===== config.mk =====
export PLATFORM = sky130hd
export DESIGN_NAME = mem_bus_arbiter_flat
export DESIGN_NICKNAME = d
export VERILOG_FILES = /design/src/rtl/mem_bus_arbiter_if.sv /design/src/rtl/mem_bus_arbiter.sv /design/src/flat_wrapper.sv
export SDC_FILE = /design/constraint.sdc
export NUM_CORES = 1
export LEC_CHECK = 0
export ABC_AREA = 1
export BUFFER_PORTS_ARGS = -buffer_cell sky130_fd_sc_hd__buf_2
export CORE_MARGIN = 8
export CORE_UTILIZATION = 40
export CTS_BUF_LIST = sky130_fd_sc_hd__clkbuf_4
export DETAILED_ROUTE_END_ITERATION = 10
export HOLD_SLACK_MARGIN = 0.06
export MAX_ROUTING_LAYER = met4
export PLACE_DENSITY = 0.7
export SETUP_SLACK_MARGIN = 0.05
export SLEW_MARGIN = 20
export SYNTH_ARGS = -nofsm -noshare
export SYNTH_HDL_FRONTEND = slang
export SYNTH_SLANG_ARGS = --single-unit

===== constraint.sdc =====
create_clock -name iCLK -period 1.9 [get_ports iCLK]
set_clock_uncertainty 0.05 [all_clocks]
set_input_delay 0.285 -clock iCLK [delete_from_list [all_inputs] [get_ports iCLK]]
set_output_delay 0.285 -clock iCLK [all_outputs]
set_load 0.05 [all_outputs]

===== src/rtl/mem_bus_arbiter_if.sv =====
// mem_bus_arbiter_if: requester, completion and shared memory port signals of mem_bus_arbiter.
interface mem_bus_arbiter_if #(
  parameter int ADDR_WIDTH = 32,
  parameter int DATA_WIDTH = 32
);
  logic                  iIReadEnable, iIWriteEnable;
  logic [3:0]            iIByteEnable;
  logic [ADDR_WIDTH-1:0] iIAddress;
  logic [DATA_WIDTH-1:0] iIWriteData, oIReadData;
  logic                  oIReady;
  logic                  iDReadEnable, iDWriteEnable;
  logic [3:0]            iDByteEnable;
  logic [ADDR_WIDTH-1:0] iDAddress;
  logic [DATA_WIDTH-1:0] iDWriteData, oDReadData;
  logic                  oDReady;
  logic                  oMemReadEnable, oMemWriteEnable;
  logic [3:0]            oMemByteEnable;
  logic [ADDR_WIDTH-1:0] oMemAddress;
  logic [DATA_WIDTH-1:0] oMemWriteData, iMemReadData;
  logic                  iMemReady;
  logic                  oBusError, oOwner;
  modport slave (
    input  iIReadEnable, iIWriteEnable, iIByteEnable, iIAddress, iIWriteData,
    input  iDReadEnable, iDWriteEnable, iDByteEnable, iDAddress, iDWriteData,
    input  iMemReadData, iMemReady,
    output oIReadData, oIReady, oDReadData, oDReady,
    output oMemReadEnable, oMemWriteEnable, oMemByteEnable, oMemAddress, oMemWriteData,
    output oBusError, oOwner
  );
  modport master (
    output iIReadEnable, iIWriteEnable, iIByteEnable, iIAddress, iIWriteData,
    output iDReadEnable, iDWriteEnable, iDByteEnable, iDAddress, iDWriteData,
    output iMemReadData, iMemReady,
    input  oIReadData, oIReady, oDReadData, oDReady,
    input  oMemReadEnable, oMemWriteEnable, oMemByteEnable, oMemAddress, oMemWriteData,
    input  oBusError, oOwner
  );
endinterface


===== src/rtl/mem_bus_arbiter.sv =====
// mem_bus_arbiter: shares one memory port between instruction and data requesters.
// Round-robin by default; define MEM_ARB_DATA_PRIORITY_EN for fixed data-side priority.
module mem_bus_arbiter #(
  parameter int ADDR_WIDTH = 32,
  parameter int DATA_WIDTH = 32,
  parameter int TIMEOUT    = 255
) (
  input logic              iCLK,
  input logic              iRST,
  mem_bus_arbiter_if.slave bus
);
  typedef enum logic [3:0] {IDLE, GRANT_I, GRANT_D, WAIT_I, WAIT_D, DONE_I, DONE_D, ABORT_I, ABORT_D} state_t;
  state_t                state_q;
  logic                  owner_q, re_q, we_q, irdy_q, drdy_q, err_q;
  logic [3:0]            be_q;
  logic [ADDR_WIDTH-1:0] addr_q;
  logic [DATA_WIDTH-1:0] wdata_q, ird_q, drd_q;
  logic [7:0]            cnt_q;
  logic                  req_i, req_d, grant_d, w_rd, w_wr, wd, tmo;
  logic [3:0]            w_be;
  logic [ADDR_WIDTH-1:0] w_addr;
  logic [DATA_WIDTH-1:0] w_wdata;
  assign req_i = bus.iIReadEnable | bus.iIWriteEnable;
  assign req_d = bus.iDReadEnable | bus.iDWriteEnable;
`ifdef MEM_ARB_DATA_PRIORITY_EN
  assign grant_d = req_d;
`else
  assign grant_d = req_d & (~req_i | ~owner_q);
`endif
  assign w_rd    = grant_d ? bus.iDReadEnable  : bus.iIReadEnable;
  assign w_wr    = grant_d ? bus.iDWriteEnable : bus.iIWriteEnable;
  assign w_be    = grant_d ? bus.iDByteEnable  : bus.iIByteEnable;
  assign w_addr  = grant_d ? bus.iDAddress     : bus.iIAddress;
  assign w_wdata = grant_d ? bus.iDWriteData   : bus.iIWriteData;
  assign wd      = state_q == WAIT_D;
  // fires in the TIMEOUT-th wait cycle, counting that cycle itself
  assign tmo     = cnt_q == 8'(TIMEOUT - 1);
  always_ff @(posedge iCLK or negedge iRST)
    if (!iRST) begin
      state_q <= IDLE;
      owner_q <= 1'b1;
      re_q    <= 1'b0;
      we_q    <= 1'b0;
      be_q    <= '0;
      addr_q  <= '0;
      wdata_q <= '0;
      cnt_q   <= '0;
      ird_q   <= '0;
      drd_q   <= '0;
      irdy_q  <= 1'b0;
      drdy_q  <= 1'b0;
      err_q   <= 1'b0;
    end else begin
      irdy_q <= 1'b0;
      drdy_q <= 1'b0;
      case (state_q)
        IDLE: if (req_i | req_d) begin
          state_q <= grant_d ? GRANT_D : GRANT_I;
          owner_q <= grant_d;
          re_q    <= w_rd & ~w_wr;
          we_q    <= w_wr;
          be_q    <= w_be;
          addr_q  <= w_addr;
          wdata_q <= w_wdata;
          cnt_q   <= '0;
        end
        GRANT_I: state_q <= WAIT_I;
        GRANT_D: state_q <= WAIT_D;
        WAIT_I, WAIT_D: begin
          cnt_q <= cnt_q + 8'd1;
          if (bus.iMemReady || tmo) begin
            state_q <= bus.iMemReady ? (wd ? DONE_D : DONE_I) : (wd ? ABORT_D : ABORT_I);
            re_q    <= 1'b0;
            we_q    <= 1'b0;
            irdy_q  <= ~wd;
            drdy_q  <= wd;
            err_q   <= err_q | ~bus.iMemReady;
            if (!wd && (re_q || !bus.iMemReady)) ird_q <= bus.iMemReady ? bus.iMemReadData : '0;
            if (wd && (re_q || !bus.iMemReady)) drd_q <= bus.iMemReady ? bus.iMemReadData : '0;
          end
        end
        default: state_q <= IDLE;
      endcase
    end
  assign bus.oMemReadEnable  = re_q;
  assign bus.oMemWriteEnable = we_q;
  assign bus.oMemByteEnable  = be_q;
  assign bus.oMemAddress     = addr_q;
  assign bus.oMemWriteData   = wdata_q;
  assign bus.oIReadData      = ird_q;
  assign bus.oDReadData      = drd_q;
  assign bus.oIReady         = irdy_q;
  assign bus.oDReady         = drdy_q;
  assign bus.oBusError       = err_q;
  assign bus.oOwner          = owner_q;
endmodule


===== src/flat_wrapper.sv =====
// flat-port wrapper written by rule: the top's interface ports become plain ports
module mem_bus_arbiter_flat 
#(
  parameter int ADDR_WIDTH = 32,
  parameter int DATA_WIDTH = 32,
  parameter int TIMEOUT    = 255
)
  (iCLK, iRST, bus_iIReadEnable, bus_iIWriteEnable, bus_iIByteEnable, bus_iIAddress, bus_iIWriteData, bus_iDReadEnable, bus_iDWriteEnable, bus_iDByteEnable, bus_iDAddress, bus_iDWriteData, bus_iMemReadData, bus_iMemReady, bus_oIReadData, bus_oIReady, bus_oDReadData, bus_oDReady, bus_oMemReadEnable, bus_oMemWriteEnable, bus_oMemByteEnable, bus_oMemAddress, bus_oMemWriteData, bus_oBusError, bus_oOwner);
  mem_bus_arbiter_if #(.ADDR_WIDTH(ADDR_WIDTH), .DATA_WIDTH(DATA_WIDTH)) bus_i ();
  input logic iCLK;
  input logic iRST;
  input wire logic [$bits(bus_i.iIReadEnable)-1:0] bus_iIReadEnable;
  input wire logic [$bits(bus_i.iIWriteEnable)-1:0] bus_iIWriteEnable;
  input wire logic [$bits(bus_i.iIByteEnable)-1:0] bus_iIByteEnable;
  input wire logic [$bits(bus_i.iIAddress)-1:0] bus_iIAddress;
  input wire logic [$bits(bus_i.iIWriteData)-1:0] bus_iIWriteData;
  input wire logic [$bits(bus_i.iDReadEnable)-1:0] bus_iDReadEnable;
  input wire logic [$bits(bus_i.iDWriteEnable)-1:0] bus_iDWriteEnable;
  input wire logic [$bits(bus_i.iDByteEnable)-1:0] bus_iDByteEnable;
  input wire logic [$bits(bus_i.iDAddress)-1:0] bus_iDAddress;
  input wire logic [$bits(bus_i.iDWriteData)-1:0] bus_iDWriteData;
  input wire logic [$bits(bus_i.iMemReadData)-1:0] bus_iMemReadData;
  input wire logic [$bits(bus_i.iMemReady)-1:0] bus_iMemReady;
  output wire logic [$bits(bus_i.oIReadData)-1:0] bus_oIReadData;
  output wire logic [$bits(bus_i.oIReady)-1:0] bus_oIReady;
  output wire logic [$bits(bus_i.oDReadData)-1:0] bus_oDReadData;
  output wire logic [$bits(bus_i.oDReady)-1:0] bus_oDReady;
  output wire logic [$bits(bus_i.oMemReadEnable)-1:0] bus_oMemReadEnable;
  output wire logic [$bits(bus_i.oMemWriteEnable)-1:0] bus_oMemWriteEnable;
  output wire logic [$bits(bus_i.oMemByteEnable)-1:0] bus_oMemByteEnable;
  output wire logic [$bits(bus_i.oMemAddress)-1:0] bus_oMemAddress;
  output wire logic [$bits(bus_i.oMemWriteData)-1:0] bus_oMemWriteData;
  output wire logic [$bits(bus_i.oBusError)-1:0] bus_oBusError;
  output wire logic [$bits(bus_i.oOwner)-1:0] bus_oOwner;
  assign bus_i.iIReadEnable = bus_iIReadEnable;
  assign bus_i.iIWriteEnable = bus_iIWriteEnable;
  assign bus_i.iIByteEnable = bus_iIByteEnable;
  assign bus_i.iIAddress = bus_iIAddress;
  assign bus_i.iIWriteData = bus_iIWriteData;
  assign bus_i.iDReadEnable = bus_iDReadEnable;
  assign bus_i.iDWriteEnable = bus_iDWriteEnable;
  assign bus_i.iDByteEnable = bus_iDByteEnable;
  assign bus_i.iDAddress = bus_iDAddress;
  assign bus_i.iDWriteData = bus_iDWriteData;
  assign bus_i.iMemReadData = bus_iMemReadData;
  assign bus_i.iMemReady = bus_iMemReady;
  assign bus_oIReadData = bus_i.oIReadData;
  assign bus_oIReady = bus_i.oIReady;
  assign bus_oDReadData = bus_i.oDReadData;
  assign bus_oDReady = bus_i.oDReady;
  assign bus_oMemReadEnable = bus_i.oMemReadEnable;
  assign bus_oMemWriteEnable = bus_i.oMemWriteEnable;
  assign bus_oMemByteEnable = bus_i.oMemByteEnable;
  assign bus_oMemAddress = bus_i.oMemAddress;
  assign bus_oMemWriteData = bus_i.oMemWriteData;
  assign bus_oBusError = bus_i.oBusError;
  assign bus_oOwner = bus_i.oOwner;
  mem_bus_arbiter #(.ADDR_WIDTH(ADDR_WIDTH), .DATA_WIDTH(DATA_WIDTH), .TIMEOUT(TIMEOUT)) u_core (.iCLK(iCLK), .iRST(iRST), .bus(bus_i));
endmodule

==> impl_metrics.tcl <==
set metrics [dict create \
    viasPerCell 5.23 \
    synth_cells 749 \
    clkSlewWorstSetupHoldPaths_ps 140 \
    gr-max-usage-layer "met2" \
    drv_cap 0 \
    cts_max_level 4 \
    grt_pass1_wl_um 43400 \
    slew_headroom 0.712 \
    synth_nets 927 \
    use_met1 0.300 \
    grt_antenna_before_repair 6 \
    grt.met3_usage 0.0877 \
    die_area_sq_mm 0.0218 \
    postSynthAreaPerCell_sq_um 9.25 \
    setup_violations 0 \
    cp.required_ps 2260 \
    clkPwrFrac 0.112 \
    gp_congestion 0.844 \
    finalSetupTns_ps 0 \
    worst-setup-path-type "flop to flop" \
    internal_power_w 0.00834 \
    die_w_um 148 \
    fin_nets 1393 \
    nFillCells 1335 \
    overflow 0 \
    syn_to_final_growth_pct 54.6 \
    dpl_cell_area_sq_mm 0.00867 \
    grtUsageMet2 0.387 \
    switching_share 0.559 \
    insertion_delay_ps 530 \
    post-route-period-util 0.923 \
    power_density_mw_per_mm2 1760 \
    hp-class "input port to asynchronous set/reset pin" \
    ir_drop_mv 1.15 \
    arrival_ps 2110 \
    outcome "finished, final reports clean" \
    tritoncts.num_buffers 17 \
    drcViolationCount 0 \
    hold_viol_final 0 \
    switching_power_w 0.0106 \
    io_pins 313 \
    mostFrequentLayoutCell "buf_2" \
    comb_power_share 0.596 \
    post_cts_buffers 0 \
    vias 7628 \
    cp_max_fo 53 \
    rows 48 \
    ys_seq_area_frac 0.542 \
    ys_seq_elements 150 \
    drtPass1Iterations 7 \
    portBuffers 312 \
    cp-end-kind "flop" \
    cts_tree "built" \
    mostFrequentLayoutCells "buf_2, nand2_1, dlygate4sd3_1" \
    cts_sinks 150 \
    grt_pass1_vias 8026 \
    drt_wl_total_um 27600 \
    yosysWarnings 0 \
    synth.distinct_cells 29 \
    min_period_ps 1750 \
    netlist_area_sq_mm 0.00693 \
    fmax_mhz 570 \
    grtUsageTotal 0.258 \
    ant_nets 0 \
    tightestPinTransition_ps 432 \
    first_iter_violations 583 \
    drv_slew 0 \
    initial_core_util 0.405 \
    avgRoutedWirePerCell_um 18.9 \
    dpl.hpwl_um 16400 \
    cts.path.max_buffers 2 \
    drive_above_1_share 0.374 \
    start_kind "flop" \
    rsz0062_at_grt "true" \
    die_h_um 148 \
    finalInstanceArea_sq_mm 0.0107 \
    cts_root_buffer "clkbuf_4" \
    pwr-share-seq 0.292 \
    p_leak_nw 5.30 \
    grt_max_degree 107 \
    core_sq_mm 0.0171 \
]
## cells in the mapped netlist
master | instances | share of area
buf_4 | 2 | 0.0022
ha_1 | 3 | 0.0054
nand3_1 | 84 | 0.061
nand3_4 | 1 | 0.0025
a31o_2 | 1 | 0.0013
nor2_2 | 1 | 0.00090
nand2_2 | 25 | 0.023
nand4_1 | 2 | 0.0018
buf_1 | 1 | 0.00054
inv_2 | 1 | 0.00054
xor2_1 | 1 | 0.0013
dfstp_2 | 1 | 0.0038
o21ai_0 | 9 | 0.0065
buf_2 | 15 | 0.011
nand2_4 | 1 | 0.0016
dfrtp_1 | 149 | 0.54
a21oi_1 | 1 | 0.00072
a31oi_1 | 68 | 0.061
nor2_1 | 78 | 0.042
xnor2_1 | 1 | 0.0013
buf_6 | 17 | 0.028
nand2_1 | 181 | 0.098
or2_4 | 1 | 0.0013
o22ai_1 | 1 | 0.00090
nor2_4 | 1 | 0.0016
o21ai_2 | 64 | 0.081
clkbuf_1 | 17 | 0.0092
inv_1 | 21 | 0.011
nand3b_4 | 1 | 0.0029
## cells by family after synthesis
group | synth area share
buf+inv | 0.0623
xor+xnor | 0.00253
flops | 0.542
compound gates | 0.152
simple gates | 0.236
fa+ha+maj | 0.00542
## layer usage
metal  wire length (um)  up-vias  share of wire
met2              12600      543           0.46
met1              10400     3508           0.38
li1                   -     3466              -
met4               1480        0          0.054
met3               3190      111           0.12
met5                  0        -              0
## power by group through the flow
stage	logic, W	registers, W	clock network, W
final	0.0113	0.00552	0.00212
after CTS	0.0109	0.00545	0.00219
after detailed placement	0.0107	0.00551	0
after floorplan	0.00342	0.0101	0
after global placement	0.0105	0.00546	0
after global routing	0.0119	0.00566	0.00232
## worst paths after layout
kind,slack [ps],start,cells past startpoint,end
hold / removal,140,iRST,2,u_core.bus.oIReadData[11]
min in group iCLK,140,bus_iMemReady,3,u_core.bus.oBusError
setup reg to reg,150,u_core.state_q[2],5,u_core.bus.oMemAddress[13]
max in group asynchronous,1010,iRST,3,u_core.bus.oDReadData[20]
hold reg to reg,440,u_core.bus.oBusError,1,u_core.bus.oBusError
setup / recovery,150,u_core.state_q[2],5,u_core.bus.oMemAddress[13]
## worst max-delay path: stages, from the launching register on
cell	delay (ps)
dfrtp_1	420
nor2_1	180
nand2_1	150
nor2_4	210
buf_6	400
a31oi_1	190
## through the flow
stage	utilization	cells	setup slack (ps)	hold WS (ps)	total power (W)
after floorplan	-	749	272	-60.6	0.0135
after global placement	0.506	1249	243	135	0.0160
after detailed placement	0.506	1249	200	133	0.0162
after CTS	0.624	1452	123	67.5	0.0186
after global routing	0.626	1459	2.78	78.9	0.0199
final	0.626	1459	146	139	0.0189
## flip-flops by register name, indices dropped and copies added (netlist names)
signal	count
u_core.bus.oOwner	1
u_core.state_q	4
u_core.bus.oDReady	1
u_core.bus.oMemWriteData	32
u_core.bus.oBusError	1
u_core.bus.oIReady	1
u_core.bus.oMemReadEnable	1
u_core.bus.oMemAddress	32
u_core.bus.oMemWriteEnable	1
u_core.cnt_q	8
u_core.bus.oIReadData	32
u_core.bus.oDReadData	32
u_core.bus.oMemByteEnable	4
## area by class of cell
cell class | count | area (sq um) | area share
Antenna cell | 6 | 15.0 | 0.00140
Tap cell | 225 | 282 | 0.0263
Multi-Input combinational cell | 525 | 2760 | 0.257
Sequential cell | 150 | 3750 | 0.350
Clock inverter | 15 | 178 | 0.0166
Inverter | 22 | 82.6 | 0.00771
Clock buffer | 17 | 128 | 0.0119
Timing Repair Buffer | 499 | 3520 | 0.329
## what timing repair did
action / 4_1_cts / 5_1_grt
hold buffers: 171 / 0
gates resized for setup: 0 / 2
endpoints found under the hold margin: 283 / 0
endpoints found under the setup margin: 0 / 20
(Power assumes the default switching activity.)
